**src/rtl/branch_resolve_queue_pkg.sv**
```systemverilog
// Shared defines for the branch prediction slice.
// Holds the predictor PHT 2-bit state encodings together with the
// branch resolve queue sizing constants and the statistics counter width.
package branch_resolve_queue_pkg;

  // Two-bit pattern history table counter states.
  typedef enum logic [1:0] {
    PHT_STRONG_NT = 2'b00,
    PHT_WEAK_NT   = 2'b01,
    PHT_WEAK_T    = 2'b10,
    PHT_STRONG_T  = 2'b11
  } pht_state_e;

  localparam int BRQ_DEFAULT_DEPTH = 4;
  localparam int BRQ_DEFAULT_PTR_W = $clog2(BRQ_DEFAULT_DEPTH);
  localparam int BRQ_STAT_W        = 16;

  // Prediction direction carried by a PHT state: taken for the upper half.
  function automatic logic pht_predict(input pht_state_e s);
    return s[1];
  endfunction

endpackage

```
**src/rtl/branch_resolve_queue_sat_counter16.sv**
```systemverilog
// sat_counter16: 16-bit enable counter that sticks at all-ones.
// Ports:
//   clk  - clock, rising edge
//   rst  - asynchronous active-low reset, clears the count
//   en_i - count one event this cycle
//   cnt_o - current count
module sat_counter16
  import branch_resolve_queue_pkg::*;
(
  input  logic                  clk,
  input  logic                  rst,
  input  logic                  en_i,
  output logic [BRQ_STAT_W-1:0] cnt_o
);

  logic [BRQ_STAT_W-1:0] cnt_q;
  logic [BRQ_STAT_W-1:0] cnt_d;

  always_comb begin
    cnt_d = cnt_q;
    if (en_i && (cnt_q != {BRQ_STAT_W{1'b1}})) begin
      cnt_d = cnt_q + 1'b1;
    end
  end

  always_ff @(posedge clk or negedge rst) begin
    if (!rst) begin
      cnt_q <= '0;
    end else begin
      cnt_q <= cnt_d;
    end
  end

  assign cnt_o = cnt_q;

endmodule

```
**src/rtl/branch_resolve_queue.sv**
```systemverilog
// branch_resolve_queue: in-order FIFO of predicted conditional branches.
// Fetch pushes {pc, predicted direction}; execute resolves the oldest entry
// with the actual direction. Each accepted resolution produces a registered
// predictor update one cycle later, and a mispredict flushes every entry as
// wrong-path.
// Ports:
//   clk, rst                 - clock and asynchronous active-low reset
//   push_valid/pc/pred_taken - branch issued by fetch
//   push_ready               - queue not full
//   res_valid/res_taken      - resolution of the oldest branch
//   res_ready                - queue not empty
//   upd_valid/pc/taken       - predictor update strobe and write data
//   mispredict               - one-cycle pulse alongside a wrong update
//   count                    - occupancy
//   branch_cnt/mispredict_cnt - saturating statistics
module branch_resolve_queue
  import branch_resolve_queue_pkg::*;
#(
  parameter int DEPTH = BRQ_DEFAULT_DEPTH,
  parameter int PC_W  = 16
) (
  input  logic                     clk,
  input  logic                     rst,
  input  logic                     push_valid,
  input  logic [PC_W-1:0]          push_pc,
  input  logic                     push_pred_taken,
  output logic                     push_ready,
  input  logic                     res_valid,
  input  logic                     res_taken,
  output logic                     res_ready,
  output logic                     upd_valid,
  output logic [PC_W-1:0]          upd_pc,
  output logic                     upd_taken,
  output logic                     mispredict,
  output logic [$clog2(DEPTH):0]   count,
  output logic [BRQ_STAT_W-1:0]    branch_cnt,
  output logic [BRQ_STAT_W-1:0]    mispredict_cnt
);

  localparam int PTR_W = $clog2(DEPTH);
  localparam logic [PTR_W:0] FULL_CNT = (PTR_W + 1)'(DEPTH);

  logic [PC_W-1:0]  pcMem   [DEPTH];
  logic             predMem [DEPTH];

  logic [PTR_W-1:0] wrPtr_q, wrPtr_d;
  logic [PTR_W-1:0] rdPtr_q, rdPtr_d;
  logic [PTR_W:0]   count_q, count_d;

  logic             updValid_q, updTaken_q, mispredict_q;
  logic [PC_W-1:0]  updPc_q;

  logic pushAcc, resAcc, resMiss;

  // Handshake readiness comes only from registered occupancy.
  assign push_ready = (count_q != FULL_CNT);
  assign res_ready  = (count_q != '0);

  assign pushAcc = push_valid && push_ready;
  assign resAcc  = res_valid && res_ready;
  assign resMiss = resAcc && (predMem[rdPtr_q] != res_taken);

  // A mispredict collapses the queue: the read pointer jumps to the write
  // pointer and any same-cycle push is dropped as wrong-path.
  always_comb begin
    wrPtr_d = wrPtr_q;
    rdPtr_d = rdPtr_q;
    count_d = count_q;
    if (resMiss) begin
      rdPtr_d = wrPtr_q;
      count_d = '0;
    end else begin
      if (pushAcc) begin
        wrPtr_d = wrPtr_q + 1'b1;
      end
      if (resAcc) begin
        rdPtr_d = rdPtr_q + 1'b1;
      end
      count_d = count_q + {{PTR_W{1'b0}}, pushAcc} - {{PTR_W{1'b0}}, resAcc};
    end
  end

  always_ff @(posedge clk or negedge rst) begin
    if (!rst) begin
      wrPtr_q <= '0;
      rdPtr_q <= '0;
      count_q <= '0;
    end else begin
      wrPtr_q <= wrPtr_d;
      rdPtr_q <= rdPtr_d;
      count_q <= count_d;
    end
  end

  // Entry storage is not reset; occupancy alone decides what is valid.
  always_ff @(posedge clk) begin
    if (pushAcc && !resMiss) begin
      pcMem[wrPtr_q]   <= push_pc;
      predMem[wrPtr_q] <= push_pred_taken;
    end
  end

  // Update data is captured only on accepted resolutions so it holds
  // its last value between strobes.
  always_ff @(posedge clk or negedge rst) begin
    if (!rst) begin
      updValid_q   <= 1'b0;
      updPc_q      <= '0;
      updTaken_q   <= 1'b0;
      mispredict_q <= 1'b0;
    end else begin
      updValid_q   <= resAcc;
      mispredict_q <= resMiss;
      if (resAcc) begin
        updPc_q    <= pcMem[rdPtr_q];
        updTaken_q <= res_taken;
      end
    end
  end

  assign upd_valid  = updValid_q;
  assign upd_pc     = updPc_q;
  assign upd_taken  = updTaken_q;
  assign mispredict = mispredict_q;
  assign count      = count_q;

  sat_counter16 uBranchCnt (
    .clk   (clk),
    .rst   (rst),
    .en_i  (resAcc),
    .cnt_o (branch_cnt)
  );

  sat_counter16 uMispredictCnt (
    .clk   (clk),
    .rst   (rst),
    .en_i  (resMiss),
    .cnt_o (mispredict_cnt)
  );

endmodule

```
**config.mk**
```make
export PLATFORM = sky130hd
export DESIGN_NAME = branch_resolve_queue
export DESIGN_NICKNAME = d
export VERILOG_FILES = /design/src/rtl/branch_resolve_queue_pkg.sv /design/src/rtl/branch_resolve_queue_sat_counter16.sv /design/src/rtl/branch_resolve_queue.sv
export SDC_FILE = /design/constraint.sdc
export NUM_CORES = 1
export LEC_CHECK = 0
export ABC_AREA = 1
export CORE_MARGIN = 5
export CORE_UTILIZATION = 52
export CTS_BUF_LIST = sky130_fd_sc_hd__clkbuf_8
export DETAILED_ROUTE_END_ITERATION = 7
export PLACE_DENSITY = 0.79
export SETUP_SLACK_MARGIN = 0.2
export SLEW_MARGIN = 20
export SYNTH_ARGS = -nofsm -noshare
export SYNTH_HDL_FRONTEND = slang
export SYNTH_SLANG_ARGS = --single-unit
```
**constraint.sdc**
```tcl
create_clock -name clk -period 2.3 [get_ports clk]
set_input_delay 0.345 -clock clk [delete_from_list [all_inputs] [get_ports clk]]
set_output_delay 0.345 -clock clk [all_outputs]
set_load 0.005 [all_outputs]
```
==> results.md, run 1 <==
- Count of final hold-check violations: 0
- Num CTS Buffers: 17
- Vias per std cell: 5.13
- CP most frequent cell: nand3_2
- Gpl congestion: 0.873
- Core Box Area: 10900 µm²
- Max Fclk: 0.514 GHz
- Die height: 116 µm
- Synth-to-Final Area Change: 22.9%
- Number of synthesized flops with an enable pin: 68
- Leading area contributor after synthesis: edfxtp_1
- Worst-margin pin slew: 583 ps
- P per Cell Area: 1110 nW/µm²
- Outcome: finished clean
- Largest family of logic cells by synthesized area: simple AND/OR/NAND/NOR gates
- Multi-input logic area: 2050 µm²
- Most used flip-flop cell after synthesis: edfxtp_1
- Most frequent cell after synthesis: nand2_1
- Die W: 116 µm
- Worst Setup End Kind: flip-flop
- Yosys warning total: 0
- Dpl cells: 805
- Commonest cells post-synth: nand2_1, nor2_1, edfxtp_1
- RSZ-0062 raised after global routing: no
- FF+latch count, synth: 126
- Worst Path Required: 2440 ps
- CP cell instances: inv_2, nand2_1, nand3_2, nand3_2, nand3_2, nand2_2, nor2_1, buf_4
- Synth top area share: 34.9%
- Worst-path fanout max: 11
- Worst hold slack: 425 ps
- Final worst slack: 355 ps
- Clock Pin Slew Worst Setup and Hold Paths: 80 ps
- Simple logic cell fraction of the synthesized area: 24.0%
- Leak Pwr: 0.00291 µW
- Max stage delay cell, worst path: dfrtp_1
- First-pass GRT wire length: 20.6 mm
- GRT Total Usage: 19.7%
- Filler cell count: 851
- DPL Wire Length: 8.82 mm
- TritonRoute pass-1 iters: 5
- Normalized max-slew margin: 60.9%
- Final ANT Viol Nets: 0
- H-tree levels: 4
- Final nets: 715
- CTS Sinks: 126
- Post-synthesis cell count: 588
- Clk_lat worst skew: 440 ps
- Post-synthesis compound-gate area fraction: 5.86%
- Vias in the first global route: 4344
- Worst Skew: 14.1 ps
- Register area: 3490 µm²
- CP Launch Type: flip-flop
- Antenna violations before repair: 0
- Synth Area in XOR/XNOR: 3.14%
- IO Port Bufs: 77
- Critical path type: flip-flop to flip-flop
- Flop2flop setup slack: 350 ps
- Mapped cell area: 5850 µm²
- Syn_nets: 618
- Max-cap violations: 0
- Mux contribution to synthesized area: 0.171%
- Sequential-to-total area share from yosys stat: 59.7%
- Top cells by area, synth: edfxtp_1, dfrtp_1, nand2_1
- Routed length per instance: 14.7 µm
- Ports: 78
- Largest net degree at the start of global routing: 27
- Clk buf depth: 2
- Diode count: 0
- Final slew viol count: 0
- Distinct cells, synth: 32
- Grt total ovfl: 0
- Crit path largest cell delay: 430 ps
- # setup viols final: 0
- Hold WC Path Type: primary input to asynchronous set/reset pin
- Adder and majority gate portion of the synthesized area: 1.84%
- Non-Filler Instances: 838
- Register-to-Register Path Depth: 8
- DRT Wirelength: 12.3 mm
- Clock root buffer: clkbuf_8
- Tcrit/Tclk final: 84.6%
- Reg2reg start: rdPtr_q[0]
- Post-Place Worst Slack: 152 ps
- Share of post-route cells with drive strength above 1: 13.0%
- Drc violations: 0
- Min cycle time layout: 1950 ps
- Worst R2R End: pcMem[1][6]
- Cell row count: 38
- FFs w/ async S/R, synth: 46.0%
- CP arrival: 2080 ps
- CTS tree: done
- Total number of vias: 4295
- First-iteration detailed-routing DRC count: 340
- DIE AREA: 13500 µm²
- Starting Density: 53.5%
- Peak supply drop: 704 µV
- Synth Area per Inst: 9.95 µm²
[through the flow]
step	util [%]	setup TNS [ps]	power, µW	instance area [µm²]
detailed placement	62.2	0	6200	6800
global placement	62.2	0	6080	6800
global route	65.8	0	8540	7190
finish	65.8	0	7970	7190
floorplan	-	-3040	4990	5850
CTS	65.8	0	8070	7190
[layout by cell type, fill, tap and decap left out, types with 2 or more instances in the layout]
cell type        count
buf_4               20
a31oi_1             16
nand2_4              2
ha_1                 7
nor3_2               2
inv_2                4
nor2_1             115
clkinvlp_4           4
edfxtp_1            68
nand3_2             18
dfrtp_1             58
o21ai_1              6
nand4_1              5
xor2_1              10
inv_8                2
clkbuf_8            17
nor3_1               3
nand2_2              7
inv_1               41
xnor2_1             11
clkdlybuf4s50_1     76
nand2_1            119
nand3_1             25
inv_6                7
nor2_4               2
o21ai_0             41
[state kept, by name, summed over array words and instances, names as in the netlist]
name and count:
count 3, mispredict 1, pcMem 64, predMem 4, rdPtr_q 2, uBranchCnt.cnt_o 16, uMispredictCnt.cnt_o 16, upd_pc 16
upd_taken 1, upd_valid 1, wrPtr_q 2
[what timing repair did]
action | 4_1_cts | 5_1_grt
hold buffers | 1 | 0
endpoints found under the hold margin | 22 | 0
endpoints found under the setup margin | 0 | 68
buffers inserted | 0 | 0
gates resized for setup | 0 | 1
[how the worst max path moves through the flow]
stage | from | endpoint | slack, ps
floorplan | count[1] | pcMem[0][0] | -40
global placement | push_valid | count[1] | 190
detailed placement | push_valid | count[1] | 150
CTS | rdPtr_q[0] | pcMem[1][9] | 230
global route | rdPtr_q[0] | pcMem[1][9] | 220
finish | rdPtr_q[0] | pcMem[1][6] | 350
[metal layers]
metal | vias up | routed length [µm] | GRT usage (%)
met5 | - | 0 | 0
met4 | 0 | 172 | 6.03
met3 | 17 | 716 | 5.27
met2 | 140 | 6140 | 33.6
met1 | 2000 | 5270 | 24.6
li1 | 2138 | - | -
[critical path, delay by kind of cell, from the launching register on]
family | cells | cell delay, ps
buffers and inverters | 2 | 410
AND/OR/NAND/NOR | 6 | 810
flip-flops | 1 | 430
[area by class of cell]
cell class | count | area share, %
multi-input cells | 397 | 28.5
clock inverters | 15 | 2.05
flip-flops and latches | 126 | 48.6
clock buffers | 17 | 3.25
well taps | 140 | 2.43
inverters | 45 | 2.35
repair buffers | 98 | 12.9
[cell families (layout without fill, tap and decap cells)]
| family | Yosys count | in the layout |
|---|---|---|
| AO/OA/AOI/OAI | 64 | 64 |
| XOR/XNOR | 21 | 21 |
| AND/OR/NAND/NOR | 303 | 303 |
| flip-flops | 126 | 126 |
| adder cells (fa/ha/maj) | 8 | 8 |
| buffers and inverters | 65 | 175 |
| multiplexers | 1 | 1 |
[where the power goes]
group          total, µW  internal [µW]  switching (µW)  leakage (µW)
logic               2800           1270            1530       0.00137
clock network       1840            885             955      0.000182
registers           3340           2950             385       0.00135
Note: power is estimated with default switching activity, not from simulation.
==> run 2: changes to the inputs <==
==> constraint.sdc (replaced) <==
create_clock -name clk -period 1.6 [get_ports clk]
set_input_delay 0.24 -clock clk [delete_from_list [all_inputs] [get_ports clk]]
set_output_delay 0.24 -clock clk [all_outputs]
set_load 0.005 [all_outputs]
==> results.md, run 2 (same netlist as run 1, synthesis figures left out) <==
- Ports: 78
- Max reg flops: 64
- Max stage delay cell, worst path: fa_2
- Final worst slack: -232 ps
- DPL Wire Length: 9.09 mm
- Drc violations: 0
- P per Cell Area: 1670 nW/µm²
- Total number of vias: 5229
- Met2 wire len: 9.36 mm
- Clk buf depth: 2
- CP Launch Type: flip-flop
- Normalized max-slew margin: 69.6%
- Leak Pwr: 0.00385 µW
- Grt total ovfl: 0
- DP Area: 7230 µm²
- Commonest non-fill, non-tap cell in the layout: nand2_1
- CTS Sinks: 126
- Final slew viol count: 0
- Max-cap violations: 0
- Cell row count: 38
- Core Util, Final: 82.5%
- Final ANT Viol Nets: 0
- Worst Path Required: 1920 ps
- TritonRoute pass-1 iters: 7
- IO Port Bufs: 77
- DRT Wirelength: 17.7 mm
- CP arrival: 2160 ps
- RSZ-0062 raised after global routing: yes
- Finished Cell Area: 9020 µm²
- CTS tree: done
- Min cycle time layout: 1830 ps
- Top layer reached by signal wires: met4
- CP cell instances: buf_6, a21boi_4, xnor2_2, ha_2, inv_2, fa_2, or2_1, inv_1
- CP Buf/Inv Count: 3
- Vias in the first global route: 5396
- Switching Share: 38.2%
- Count of final hold-check violations: 0
- First-iteration detailed-routing DRC count: 535
- Vias per std cell: 5.52
- Worst-path fanout max: 2
- Clk_lat worst skew: 430 ps
- Die W: 116 µm
- Switching Power: 5740 µW
- Hold WC Path Type: primary input to asynchronous set/reset pin
- Peak supply drop: 1120 µV
- Clock Pin Slew Worst Setup and Hold Paths: 90 ps
- H-tree levels: 4
- Diode count: 0
- Crit path largest cell delay: 500 ps
- GRT Total Usage: 27.0%
- # setup viols final: 109
- Num CTS Buffers: 17
- Biggest register: pcMem
- Final nets: 825
- Delay-heaviest family, CP: adder cells
- Gpl congestion: 0.902
- Worst-margin pin slew: 452 ps
- Max Fclk: 0.546 GHz
- Share of post-route cells with drive strength above 1: 38.9%
- Synth-to-Final Area Change: 54.2%
- First-pass GRT wire length: 27.8 mm
- Routed length per instance: 18.6 µm
- Clock power frac: 19.2%
- Clock root buffer: clkbuf_8
- Failing checks: setup timing
- Commonest cells after routing, fill and taps aside: nand2_1, nor2_1, buf_4, edfxtp_1, dfrtp_1
- Routed wl met3: 1.08 mm
- Largest net degree at the start of global routing: 59
- Reg power frac: 31.6%
- Worst Setup End Kind: flip-flop
- WL met1: 6.73 mm
- Core Box Area: 10900 µm²
- Die height: 116 µm
- Cell Int Power: 9290 µW
- Worst Skew: 18.1 ps
- Antenna violations before repair: 0
- Critical path type: flip-flop to flip-flop
- Starting Density: 53.5%
- Tcrit/Tclk final: 114%
- DIE AREA: 13500 µm²
- Post-Place Worst Slack: -421 ps
- Combinational power share: 49.1%
- Outcome: complete, but fails checks
-- run 2: through the flow --
| step | std cells | hold WS, ps | total power [µW] | TNS, ps |
|---|---|---|---|---|
| global route | 948 | 381 | 15800 | -21050 |
| CTS | 941 | 361 | 14400 | -9750 |
| global placement | 839 | 275 | 9410 | -23070 |
| finish | 948 | 344 | 15000 | -12920 |
| floorplan | 588 | -55.6 | 7400 | -13530 |
| detailed placement | 839 | 275 | 9620 | -28630 |
-- run 2: cell type report --
class / count / area [µm²]
Sequential cell: 126 / 3510
Multi-Input combinational cell: 398 / 2670
Timing Repair Buffer: 206 / 2070
Fill cell: 564 / 1910
Clock buffer: 17 / 234
Inverter: 45 / 181
Clock inverter: 15 / 175
Tap cell: 140 / 175
Timing Repair inverter: 1 / 11.3
-- run 2: what timing repair did --
item                                    CTS  global route
gates cloned                              8             0
hold buffers                              1             0
endpoints found under the setup margin  176           148
hold endpoints to repair                 58             0
resized for setup                       222            59
buffers inserted                         61             7
pin swaps                                32            12
-- run 2: layer usage --
| layer | track usage, % | up-vias |
|---|---|---|
| met3 | 4.02 | 54 |
| met1 | 33.1 | 2544 |
| met2 | 48.1 | 265 |
| met4 | 10.2 | 0 |
| met5 | 0 | - |
| li1 | - | 2366 |
-- run 2: path summary, 6_finish.rpt --
path,start,end,slack [ps],depth (start not counted)
setup / recovery,count[2],count[1],-230,8
min in group clk,push_pc[5],pcMem[2][5],450,1
max in group asynchronous,rst,uMispredictCnt.cnt_o[10],940,3
hold / removal,rst,uMispredictCnt.cnt_o[5],340,3
hold reg to reg,upd_taken,upd_taken,550,2
setup reg to reg,count[2],count[1],-230,8
-- run 2: worst min-delay path: stages --
cell and delay, ps:
dlygate4sd3_1 520, buf_2 120, buf_12 290
-- run 2: power by group through the flow --
| stage | clock network [µW] | logic, µW | registers [µW] |
|---|---|---|---|
| detailed placement | 0 | 4850 | 4770 |
| floorplan | 0 | 2600 | 4810 |
| finish | 2890 | 7380 | 4760 |
| global placement | 0 | 4670 | 4730 |
| CTS | 2870 | 6820 | 4690 |
| global route | 3060 | 7930 | 4840 |
==> run 3: changes to the inputs <==
--- a/config.mk
+++ b/config.mk
@@ -7,10 +7,10 @@
 export LEC_CHECK = 0
 export ABC_AREA = 1
 export CORE_MARGIN = 5
-export CORE_UTILIZATION = 52
+export CORE_UTILIZATION = 55
 export CTS_BUF_LIST = sky130_fd_sc_hd__clkbuf_8
 export DETAILED_ROUTE_END_ITERATION = 7
-export PLACE_DENSITY = 0.79
+export PLACE_DENSITY = 0.8
 export SETUP_SLACK_MARGIN = 0.2
 export SLEW_MARGIN = 20
 export SYNTH_ARGS = -nofsm -noshare
==> constraint.sdc (replaced) <==
create_clock -name clk -period 2.4 [get_ports clk]
set_input_delay 0.36 -clock clk [delete_from_list [all_inputs] [get_ports clk]]
set_output_delay 0.36 -clock clk [all_outputs]
set_load 0.005 [all_outputs]
==> results.md, run 3 (same netlist as run 1, synthesis figures left out) <==
- Worst-margin pin slew: 660 ps
- Design Power: 7930 µW
- Ports: 78
- Worst R2R End: pcMem[2][14]
- H-tree levels: 4
- Hold WC Path Type: primary input to asynchronous set/reset pin
- Flop2flop setup slack: 340 ps
- Dpl cells: 800
- RSZ-0062 raised after global routing: yes
- Tcrit/Tclk final: 85.8%
- Max stage delay cell, worst path: dfrtp_1
- Synth-to-Final Area Change: 23.9%
- TritonRoute pass-1 iters: 5
- Share of post-route cells with drive strength above 1: 12.6%
- CTS Sinks: 126
- Largest net degree at the start of global routing: 37
- # setup viols final: 0
- Clk buf depth: 2
- Outcome: finished clean
- CP arrival: 2190 ps
- CTS tree: done
- Drc violations: 0
- Total number of vias: 4429
- Core Util, Final: 69.9%
- IO Port Bufs: 77
- CP Launch Type: flip-flop
- Non-Filler Instances: 833
- Combinational power share: 34.6%
- Min cycle time layout: 2060 ps
- Switching Power: 2740 µW
- Clock power frac: 25.1%
- Clock Pin Slew Worst Setup and Hold Paths: 80 ps
- Normalized max-slew margin: 56.0%
- Setup TNS Final: 0 ps
- Critical path type: flip-flop to flip-flop
- Count of final hold-check violations: 0
- Vias per std cell: 5.32
- Reg2reg start: rdPtr_q[0]
- P per Cell Area: 1090 nW/µm²
- Commonest non-fill, non-tap cell in the layout: nand2_1
- Filler cell count: 758
- Antenna violations before repair: 0
- Clk_lat worst skew: 430 ps
- Final nets: 714
- DPL Wire Length: 8.72 mm
- Grt total ovfl: 0
- Reg power frac: 40.4%
- Clock root buffer: clkbuf_8
- Starting Density: 56.4%
- Gpl congestion: 0.856
- Cell row count: 37
- Worst Skew: 10.9 ps
- Commonest cells after routing, fill and taps aside: nand2_1, nor2_1, clkdlybuf4s50_1, edfxtp_1, dfrtp_1
- Cell Int Power: 5190 µW
- CP most frequent cell: nand3_2
- Worst Path Required: 2530 ps
- Biggest register: pcMem
- Final slew viol count: 0
- Max Fclk: 0.485 GHz
- GRT Total Usage: 21.1%
- DIE AREA: 12800 µm²
- First-pass GRT wire length: 21.4 mm
- Max reg flops: 64
- Register-to-Register Path Depth: 8
- Leak Pwr: 0.00294 µW
- Routed length per instance: 15.5 µm
- Max-cap violations: 0
- Peak supply drop: 606 µV
- Final ANT Viol Nets: 0
- Die height: 113 µm
- Crit path largest cell delay: 400 ps
- Core Box Area: 10400 µm²
- CP cell instances: buf_4, nand2_1, nand3_2, nand3_2, nand3_2, nand2_2, nor2_1, buf_6
- DRT Wirelength: 12.9 mm
- Worst-path fanout max: 15
- Switching Share: 34.5%
- Diode count: 0
- Worst Setup End Kind: flip-flop
- Die W: 113 µm
- Vias in the first global route: 4545
- Num CTS Buffers: 17
- First-iteration detailed-routing DRC count: 272
## run 3: cell count changes in the layout (fill, tap and decap cells not counted), moves of 22 or more
cell	previous run	this run
nor2_4	24	2
buf_4	77	16
nor2_1	90	115
buf_6	30	2
dlygate4sd2_1	34	0
nand2_1	96	119
clkdlybuf4s50_1	20	76
## run 3: worst max-delay path by stage
stage / to / cells past startpoint / startpoint
final: pcMem[2][14] / 8 / rdPtr_q[0]
after global routing: pcMem[0][12] / 8 / rdPtr_q[0]
after CTS: pcMem[0][11] / 8 / rdPtr_q[0]
after detailed placement: pcMem[0][0] / 7 / res_taken
after global placement: count[1] / 8 / push_valid
after floorplan: pcMem[0][0] / 8 / count[1]
## run 3: layer usage
metal	vias to the layer above	share of wire [%]	GRT usage, %
li1	2136	-	-
met1	2150	43	26.4
met2	131	51	36.5
met3	12	5.7	5.08
met4	0	0.93	6.65
met5	-	0	0
## run 3: power by group through the flow
stage               Combinational (µW)  Sequential (µW)  Clock, µW
floorplan                         1600             3180          0
global placement                  2640             3200          0
detailed placement                2730             3230          0
CTS                               2760             3190       2010
global route                      3060             3260       2100
finish                            2740             3200       1990
## run 3: repair_timing
item | 4_1_cts | 5_1_grt
buffers inserted | 0 | 0
gates resized for setup | 0 | 2
hold buffers | 1 | 0
endpoints found under the setup margin | 0 | 22
hold endpoints to repair | 23 | 0
## run 3: cell type report
cell class	instances	area [µm²]	area share, %
Sequential cell	126	3490	48.2
Clock buffer	17	234	3.23
Clock inverter	15	194	2.68
Multi-Input combinational cell	397	2050	28.3
Timing Repair Buffer	97	938	12.9
Tap cell	136	170	2.35
Inverter	45	169	2.33
## run 3: through the flow
step	area [µm²]	hold slack [ps]	worst slack, ps
after CTS	7240	511	326
after detailed placement	6800	421	228
after global placement	6800	419	256
final	7250	498	340
after global routing	7250	547	188
after floorplan	5850	64.4	55.3
## run 3: worst max-delay path: cells and delay by family, from the launching register on
kind	cells	cell delay, ps
AND/OR/NAND/NOR	6	940
buffers and inverters	2	430
flip-flops	1	400
